==> src/rtl/cntry_vehicle_detector.sv <==
// Country-road vehicle detector.
// Synchronises and debounces the raw loop input, keeps a count of queued
// country vehicles, retires them while the country light is GREEN, and
// raises the `sensor` request for sig_control while traffic is waiting or
// being served. A max-green limit forces the request off so the main road
// cannot be starved.
module cntry_vehicle_detector #(
  parameter int DEBOUNCE  = 4,
  parameter int DEPART    = 8,
  parameter int MAX_GREEN = 64,
  parameter int CW        = 4,
  parameter int TW        = 8
) (
  input  logic          clock,
  input  logic          clear_n,
  input  logic          raw_loop,
  input  logic [1:0]    cntry,
  output logic          sensor,
  output logic [CW-1:0] queue_cnt,
  output logic          overflow
);

  localparam logic [1:0]    LIGHT_RED   = 2'd0;
  localparam logic [1:0]    LIGHT_GREEN = 2'd2;
  localparam logic [CW-1:0] QMAX        = '1;
  localparam logic [TW-1:0] DB_LAST     = TW'(DEBOUNCE - 1);
  localparam logic [TW-1:0] DEP_LAST    = TW'(DEPART - 1);
  localparam logic [TW-1:0] GRN_LAST    = TW'(MAX_GREEN - 1);

  typedef enum logic [1:0] {
    IDLE      = 2'd0,
    REQ       = 2'd1,
    SERVE     = 2'd2,
    FORCE_OFF = 2'd3
  } state_t;

  state_t        state;
  logic          sync_p0;
  logic          sync_p1;
  logic          db;
  logic          db_q;
  logic [TW-1:0] db_cnt;
  logic [TW-1:0] dep_tmr;
  logic [TW-1:0] grn_tmr;
  logic          arrive;
  logic          depart;
  logic          green;
  logic [CW-1:0] cnt_nxt;

  // Queue count after one cycle: an arrival and a departure together cancel,
  // a lone arrival saturates at QMAX, a lone departure floors at zero.
  function automatic logic [CW-1:0] next_count(input logic [CW-1:0] cnt,
                                               input logic          arr,
                                               input logic          dep);
    logic [CW-1:0] res;
    res = cnt;
    if (arr && !dep) begin
      if (cnt != QMAX) res = cnt + 1'b1;
    end else if (dep && !arr) begin
      if (cnt != '0) res = cnt - 1'b1;
    end
    return res;
  endfunction

  // An arrival is lost only when it cannot take the slot of a departure.
  function automatic logic arrival_dropped(input logic [CW-1:0] cnt,
                                           input logic          arr,
                                           input logic          dep);
    return arr && !dep && (cnt == QMAX);
  endfunction

  assign arrive  = db & ~db_q;
  assign depart  = (state == SERVE) && (dep_tmr == DEP_LAST);
  assign green   = (cntry == LIGHT_GREEN);
  assign cnt_nxt = next_count(queue_cnt, arrive, depart);
  assign sensor  = (state == REQ) || (state == SERVE);

  // Stage p0/p1: two-flop synchroniser for the asynchronous loop input
  always_ff @(posedge clock or negedge clear_n) begin
    if (!clear_n) begin
      sync_p0 <= 1'b0;
      sync_p1 <= 1'b0;
    end else begin
      sync_p0 <= raw_loop;
      sync_p1 <= sync_p0;
    end
  end

  // Debounce: the level must differ from db for DEBOUNCE consecutive edges
  always_ff @(posedge clock or negedge clear_n) begin
    if (!clear_n) begin
      db     <= 1'b0;
      db_q   <= 1'b0;
      db_cnt <= '0;
    end else begin
      db_q <= db;
      if (sync_p1 == db) begin
        db_cnt <= '0;
      end else if (db_cnt == DB_LAST) begin
        db     <= sync_p1;
        db_cnt <= '0;
      end else begin
        db_cnt <= db_cnt + 1'b1;
      end
    end
  end

  // Queue counter and sticky overflow flag
  always_ff @(posedge clock or negedge clear_n) begin
    if (!clear_n) begin
      queue_cnt <= '0;
      overflow  <= 1'b0;
    end else begin
      queue_cnt <= cnt_nxt;
      if (arrival_dropped(queue_cnt, arrive, depart)) overflow <= 1'b1;
    end
  end

  // Departure and green timers run in SERVE and sit at zero otherwise,
  // so every SERVE visit starts from a cleared timer
  always_ff @(posedge clock or negedge clear_n) begin
    if (!clear_n) begin
      dep_tmr <= '0;
      grn_tmr <= '0;
    end else if (state == SERVE) begin
      dep_tmr <= depart ? '0 : dep_tmr + 1'b1;
      grn_tmr <= grn_tmr + 1'b1;
    end else begin
      dep_tmr <= '0;
      grn_tmr <= '0;
    end
  end

  // Request state machine
  always_ff @(posedge clock or negedge clear_n) begin
    if (!clear_n) begin
      state <= IDLE;
    end else begin
      case (state)
        IDLE: begin
          if (arrive) state <= REQ;
        end
        REQ: begin
          if (green) state <= SERVE;
        end
        SERVE: begin
          if (!green)                    state <= (cnt_nxt != '0) ? REQ : IDLE;
          else if (grn_tmr == GRN_LAST)  state <= FORCE_OFF;
          else if (cnt_nxt == '0)        state <= IDLE;
        end
        FORCE_OFF: begin
          if (cntry == LIGHT_RED) state <= (queue_cnt != '0) ? REQ : IDLE;
        end
        default: state <= IDLE;
      endcase
    end
  end

endmodule

==> config.mk <==
export PLATFORM = sky130hd
export DESIGN_NAME = cntry_vehicle_detector
export DESIGN_NICKNAME = d
export VERILOG_FILES = /design/src/rtl/cntry_vehicle_detector.sv
export SDC_FILE = /design/constraint.sdc
export NUM_CORES = 1
export LEC_CHECK = 0
export CAP_MARGIN = 20
export CORE_ASPECT_RATIO = 1.2
export CORE_MARGIN = 10
export CORE_UTILIZATION = 50
export CTS_CLUSTER_SIZE = 8
export DETAILED_ROUTE_END_ITERATION = 6
export PLACE_DENSITY_LB_ADDON = 0.08
export SYNTH_ARGS = -nofsm -noshare
export SYNTH_HDL_FRONTEND = slang
export SYNTH_SLANG_ARGS = --single-unit
==> constraint.sdc <==
create_clock -name clock -period 6.39 [get_ports clock]
set_input_delay 1.278 -clock clock [delete_from_list [all_inputs] [get_ports clock]]
set_output_delay 1.278 -clock clock [all_outputs]
set_load 0.01 [all_outputs]
== Yosys cells after proc, flatten, opt, wreduce, memory -nomap -nowiden ==
Cells that the tools add are included.
W data, S select, Z words.
Word-level totals
  logic and storage cells: 64
  bits of input ports: 5
  flip-flop bits (word level): 35
Operators by class
  reductions and logical operators: 14
  $add $sub $neg: 5
  bitwise operators: 3
  equal/unequal tests: 14
  mux-type cells: 18
Operators by type and width (number)
  $mux W8: 5
  $add A8 B1 Y8 const B: 3
  $mux W4: 4
  $mux W2: 6
  $eq A8 B2 Y1 const B: 1
  $eq A8 B3 Y1 const B: 1
  $eq A8 B6 Y1 const B: 1
  $pmux W2 S4: 1
  $reduce_bool A4 Y1: 2
  $eq A2 B2 Y1 const B: 3
  $ne A2 B2 Y1 const B: 3
  $add A4 B1 Y4 const B: 1
  $eq A4 B4 Y1 const B: 1
  $logic_and A1 B1 Y1: 4
  $logic_not A2 Y1: 2
  $logic_not A4 Y1: 1
  $ne A4 B2 Y1 const B: 1
  $ne A4 B4 Y1 const B: 1
  $reduce_and A4 Y1: 1
  $sub A4 B1 Y4 const B: 1
  $eq A2 B1 Y1 const B: 1
  $logic_not A1 Y1: 2
  $mux W1: 2
  $not A1 Y1: 2
  4 further kinds: 4

== Logic depth before layout (Yosys ltp) ==
Gate-level depths: netlist of run 1.
  depth in word-level cells: 11
  mapped depth: 9
  gate-level depth less buffers: 8

== Worst setup path before layout of run 1 ==
Ideal clock, no wire load.
  kind: input to register
  start point: in cntry[1]
  end point: reg state[0]
  buffers on the path: 0
  library setup time: 94 ps
  cell stages on the path: 5
  data arrival time: 2301 ps
  slack: 3995 ps
  required time: 6296 ps
  cells stage by stage: mux2_2 > o22ai_1 > nand2_1 > a221o_1 > a211oi_1
Between the ends
  longest elaborated chain between the ends: 3
RTL lines
  start, declared: line 17  | input logic [1:0] cntry,
  $eq A2 B2 Y1 or $logic_not A2 Y1 (tied branches): line 74, 152
  $ne A4 B2 Y1 (no line) (tied with other cells)
  $reduce_and A4 Y1 (no line) or $pmux W2 S4 (tied branches)
  end signal, assigned: line 147  | if (!green) state <= (cnt_nxt != '0) ? REQ : IDLE;
  end signal, assigned: line 152  | if (cntry == LIGHT_RED) state <= (queue_cnt != '0) ? REQ : IDLE;
  end, declared: line 37  | state_t state;
Parallel ways exist; a longest one is shown, timed or not.
A chain may end at the register's enable or synchronous reset.

== Worst setup path in the final report of run 1 ==
  start point: reg state[1]
  end point: out sensor
Between the ends
  longest elaborated chain between the ends: 2
RTL lines
  $eq A2 B1 Y1 or $eq A2 B2 Y1 (tied branches): line 76  | assign sensor = (state == REQ) || (state == SERVE);
  $logic_or A1 B1 Y1 *: line 76
  end, declared: line 18  | output logic sensor,
Every way passes the cells marked *; elsewhere a longest branch is shown, timed or not.

==> run metrics, run 1 <==
simple-gate share of the synthesized area=0.265; drt drc=0; ys flop type=dfrtp_1; total leakage power=0.962 nW; Distinct cells, synth=50; Worst-Margin Slew=427 ps; Hold Path Cell Cnt=0; most frequent cells in the layout=dfrtp_1 (35), nor2_1 (20), nand2_1 (11); layout net count=214; Layout Utilization=0.591; drt initial violations=65; Adder-Cell Fraction of Synth Area=0.0647; Post-synth EDFFs=0; mean post-synth cell area=10.4 µm²; period utilisation layout=0.463; Initial Util=0.523; compound-gate portion of the synthesized area=0.0913; reg2reg start=state[0]; Final Wtd Congestion=0.882; PD cells=383 nW/µm²; Clock transition at path regs=70 ps; CP Cell Sequence=inv_1, ha_1, clkdlybuf4s50_1; Ports=11; clock root cell=clkbuf_8; Syn Nets=200; final-report hold violation count=0; CTS H-tree depth=2; worst min path class=flip-flop to flip-flop; max-cap violations=0; most common cell after layout, fill and taps aside=dfrtp_1; Die Y-Extent=88.1 µm; PortBufs=10; fmax=338 MHz; status=finished clean; crit path kind=flip-flop to output port; worst skew pair latency=280 ps; CP arrival=1680 ps; # rows=24; Worst Setup End Kind=output port; total die area=6760 µm²; Reg2Reg Depth=8; vias in the first global route=1423; total CTS buffers=5; final setup TNS=0 ps; Via density=5.51; crit-path max FO=6; hold wc startpoint=sync_p0; Hold-fix buffers, CTS=0; proportion of synthesized area in mux cells=0.0117; Worst setup SP type=flip-flop; Seq/Total Area, Yosys=0.453; GR Overflow Total=0; CTS tree=built; worst path bufs/invs=2; Slowest cell on crit path=clkdlybuf4s50_1; endpoints failing setup=0; XOR/XNOR share of the synthesized area=0.0861; Placed Cells=244; peak supply drop=0.177 mV; CTS max path bufs=2; antenna-violating nets left=0; 1st-pass router iterations=4; warnings from Yosys=0; Slew Limit Fails=0; gr usage total=0.110; main combinational cell family by area after synthesis=simple AND/OR/NAND/NOR gates; initial antenna violation count=0; final std cells w/o fill=252; Area Overhead vs Synth=12.9%; Clock Sink Count=35; critical path required time=5110 ps; dpl hpwl=2.55 mm; largest net degree at the start of global routing=36; die width=76.8 µm; ant diodes=0; CP startpoint=state[1]; Setup Skew=7.04 ps; WL final=3.47 mm; Critical Path Stages=3; WL/cell=13.8 µm; crit-path max cell delay=540 ps; first-pass GRT wire length=6.23 mm; Gate Count Post-Synth=185; synthesis-stage register bit count=35; CP top delay family=buffers and inverters; normalized max-slew margin=0.715; async set-reset flop share out of synthesis=1.00; Setup Buffers After CTS=0; setup repair after global routing missed its margin=false; Mapped Area=1930 µm²; Resized cells post-CTS=0; fin crit period=2960 ps; core footprint=3690 µm²; share of layout cells above drive strength 1=0.135; routed vias=1388
-- where the power goes --
part	leakage, nW	total (mW)	switching [mW]	internal, mW
registers	0.463	0.333	0.0660	0.267
logic	0.448	0.331	0.173	0.158
clock network	0.0505	0.172	0.0739	0.0979
total	0.962	0.836	0.313	0.523
-- registers in the layout (all words and copies together) (netlist names) --
register / cells
dep_tmr: 8
db_cnt: 8
grn_tmr: 8
db_q: 1
state: 2
overflow: 1
db: 1
queue_cnt: 4
sync_p1: 1
sync_p0: 1
-- metrics by stage --
stage / power, mW / hold WS, ps / setup WS, ps / area, µm²
3_5_place_dp: 0.668 / 352 / 3430 / 2080
5_1_grt: 0.906 / 369 / 3350 / 2180
6_report: 0.836 / 362 / 3430 / 2180
4_1_cts: 0.845 / 368 / 3420 / 2180
3_3_place_gp: 0.658 / 337 / 3450 / 2080
2_1_floorplan: 0.573 / 331 / 3990 / 1930
-- cell families (layout without fill, tap and decap cells) --
logic type,after synthesis,count (layout)
AND/OR/NAND/NOR,87,87
flip-flops,35,35
AO/OA/AOI/OAI,21,21
XOR/XNOR,19,19
buffers and inverters,11,26
adder cells (fa/ha/maj),10,10
multiplexers,2,2
-- cell usage after synthesis (all sizes together), types with 2 or more instances --
cell    count  area [µm²]
ha         10         125
nor2b       3        18.8
inv         7        26.3
a31oi       2        12.5
nor3        5        25.0
nand3      11        60.1
mux2        2        22.5
o21ai       4        20.0
a311oi      2        17.5
nor4        5        37.5
or2         2        12.5
nand2      11        41.3
a211oi      2        15.0
xor2       10        87.6
buf         3        23.8
a21oi       2        10.0
nor2       20        75.1
and2        9        57.6
and3        9        62.6
xnor2       9        78.8
dfrtp      35         876
nor4b       2        32.5
-- final timing paths --
kind / slack, ps / endpoint
max reg2reg: 3730 / state[0]
max in group asynchronous: 4680 / grn_tmr[1]
min: 360 / sync_p1
min in group asynchronous: 1400 / db_cnt[1]
max: 3430 / sensor
min reg2reg: 360 / sync_p1
-- cell type report --
cell class	instances	area, µm²
Fill cell	326	1510
Clock inverter	1	7.51
Clock buffer	7	96.3
Tap cell	52	65.1
Multi-Input combinational cell	139	1000
Sequential cell	35	876
Inverter	7	26.3
Timing Repair Buffer	11	108
-- routing by layer --
layer  GRT usage  part of all wire  up-vias
met5           0                 0        -
li1            -                 -      673
met3      0.0328             0.043        4
met4      0.0423            0.0081        0
met1       0.123              0.45      683
met2       0.192              0.50       28
(Power assumes the default switching activity.)
==> inputs of run 2 (changes only) <==
- clock period: 6.39 -> 2.8 ns (I/O delays scaled with it)
==> run 2 against run 1 <==
Compared with the run above: register-to-register slack lost 3400 ps; wire length is 2.2% higher; critical path depth rose by 5; first-iteration DRC count grew 34%; highest routed layer unchanged; via count fell by 0.29%; sequential power rose by 120%; count of clock-buffer cells in the layout is 1 higher; clock skew shrank 2.1 ps; die area stayed put; clock power grew 130%; combinational power rose by 140%.
==> run metrics, run 2 (synthesis results as in run 1) <==
Worst Setup End Kind=flip-flop; 1st-pass router iterations=4 (unchanged); Post-DP Area=2090 µm² (+0.72%); Worst-Margin Slew=432 ps (+4.97 ps); Resized cells post-CTS=0 (unchanged); final-report hold violation count=0 (unchanged); # rows=24 (unchanged); setup repair after global routing missed its margin=false; crit-path max FO=9 (+3); GR Overflow Total=0 (unchanged); PD cells=884 nW/µm² (+130%); vias in the first global route=1405 (-1.3%); total power=1.94 mW (+130%); Ports=11 (unchanged); ant diodes=0 (unchanged); status=finished clean; total CTS buffers=5 (unchanged); Clock Sink Count=35 (unchanged); CP Cell Sequence=inv_1, ha_1, or3b_4, and4_4, a2111oi_4, o32ai_2, nor4_1, a211oi_1; fmax=409 MHz; WL/cell=14.0 µm (+1.4%); total die area=6760 µm² (unchanged); Area Overhead vs Synth=13.5%; drt drc=0 (unchanged); Setup Slack @ Placement=394 ps (-3030 ps); Via density=5.45 (-1.1%); PortBufs=10 (unchanged); total leakage power=0.973 nW (+1.1%); crit path kind=flip-flop to flip-flop; share of layout cells above drive strength 1=0.139 (+0.00361); initial antenna violation count=0 (unchanged); # fillers=331 (+1.5%); endpoints failing setup=0 (unchanged); Finished Cell Area=2190 µm² (+0.52%); period utilisation layout=0.874; Setup Skew=4.93 ps (-2.11 ps); Die Y-Extent=88.1 µm (unchanged); normalized max-slew margin=0.712 (-0.00331); Largest regs=db_cnt x8, dep_tmr x8, grn_tmr x8; final std cells w/o fill=254 (+0.79%); final setup TNS=0 ps (unchanged); drt initial violations=87 (+34%); fin crit period=2450 ps; critical path required time=2950 ps (-2160 ps); CTS tree=built; max-cap violations=0 (unchanged); die width=76.8 µm (unchanged); Final WS setup=354 ps (-3070 ps); gr usage total=0.111 (+0.00141); peak supply drop=0.485 mV (+170%); Clock transition at path regs=70 ps (about the same); clock root cell=clkbuf_8; Final Wtd Congestion=0.864 (-2.0%); smallest hold slack=352 ps (-10.5 ps); CTS max path bufs=2 (unchanged); reg-to-reg setup timing slack=350 ps (-3380 ps); Placed Cells=246 (+0.82%); crit-path max cell delay=500 ps (-40 ps); routed vias=1384 (-0.29%); Worst setup SP type=flip-flop; most common cell after layout, fill and taps aside=dfrtp_1; worst skew pair latency=280 ps (about the same); worst min path class=flip-flop to flip-flop; Layout Utilization=0.594 (+0.00305); Initial Util=0.523 (unchanged); Hold-fix buffers, CTS=0 (unchanged); Setup Buffers After CTS=0 (unchanged); Slew Limit Fails=0 (unchanged); layout net count=216 (+0.93%); dpl hpwl=2.54 mm (-0.73%); CP arrival=2590 ps (+910 ps); Slowest cell on crit path=dfrtp_1; core footprint=3690 µm² (unchanged); WL final=3.54 mm (+2.2%); antenna-violating nets left=0 (unchanged); first-pass GRT wire length=6.24 mm (+0.22%); largest net degree at the start of global routing=36 (unchanged); CTS H-tree depth=2 (unchanged); most frequent cells in the layout=dfrtp_1 (35), nor2_1 (20), nand2_1 (11)
run 2: changes by cell type in the layout (fill, tap and decap cells not counted):
cell        delta
clkbuf_1       +1
clkinvlp_4     -1
buf_4          +2
run 2: critical path: cells and delay by family (launching register included):
kind | cells | cell delay [ps]
DFF | 1 | 500
buffers and inverters | 1 | 100
AOI/OAI and AO/OA | 3 | 580
and+or+nand+nor | 3 | 930
adders and majority gates | 1 | 210
run 2: worst paths after layout:
path / start / endpoint / cells after the start
worst max register to register: queue_cnt[1] / state[0] / 8
worst max-delay path: queue_cnt[1] / state[0] / 8
worst min register to register: sync_p0 / sync_p1 / 0
min in group asynchronous: clear_n / dep_tmr[7] / 2
worst min-delay path: sync_p0 / sync_p1 / 0
max in group asynchronous: clear_n / grn_tmr[5] / 2
run 2: final cells by class:
type	count	area (µm²)	area share
multi-input combinational	139	1000	0.458
sequential	35	876	0.399
timing repair buffer	13	123	0.0559
clock buffer	8	100	0.0456
tap	52	65.1	0.0297
inverter	7	26.3	0.0120
run 2: power breakdown:
group	switching [mW]	internal, mW
Combinational	0.427	0.379
Sequential	0.127	0.609
Clock	0.171	0.224
Total	0.726	1.21
run 2: metal layers:
metal | vias to the layer above | GRT usage | share of wire
li1 | 680 | - | -
met1 | 665 | 0.134 | 0.47
met2 | 37 | 0.186 | 0.48
met3 | 2 | 0.0277 | 0.050
met4 | 0 | 0.0457 | 0.0059
met5 | - | 0 | 0
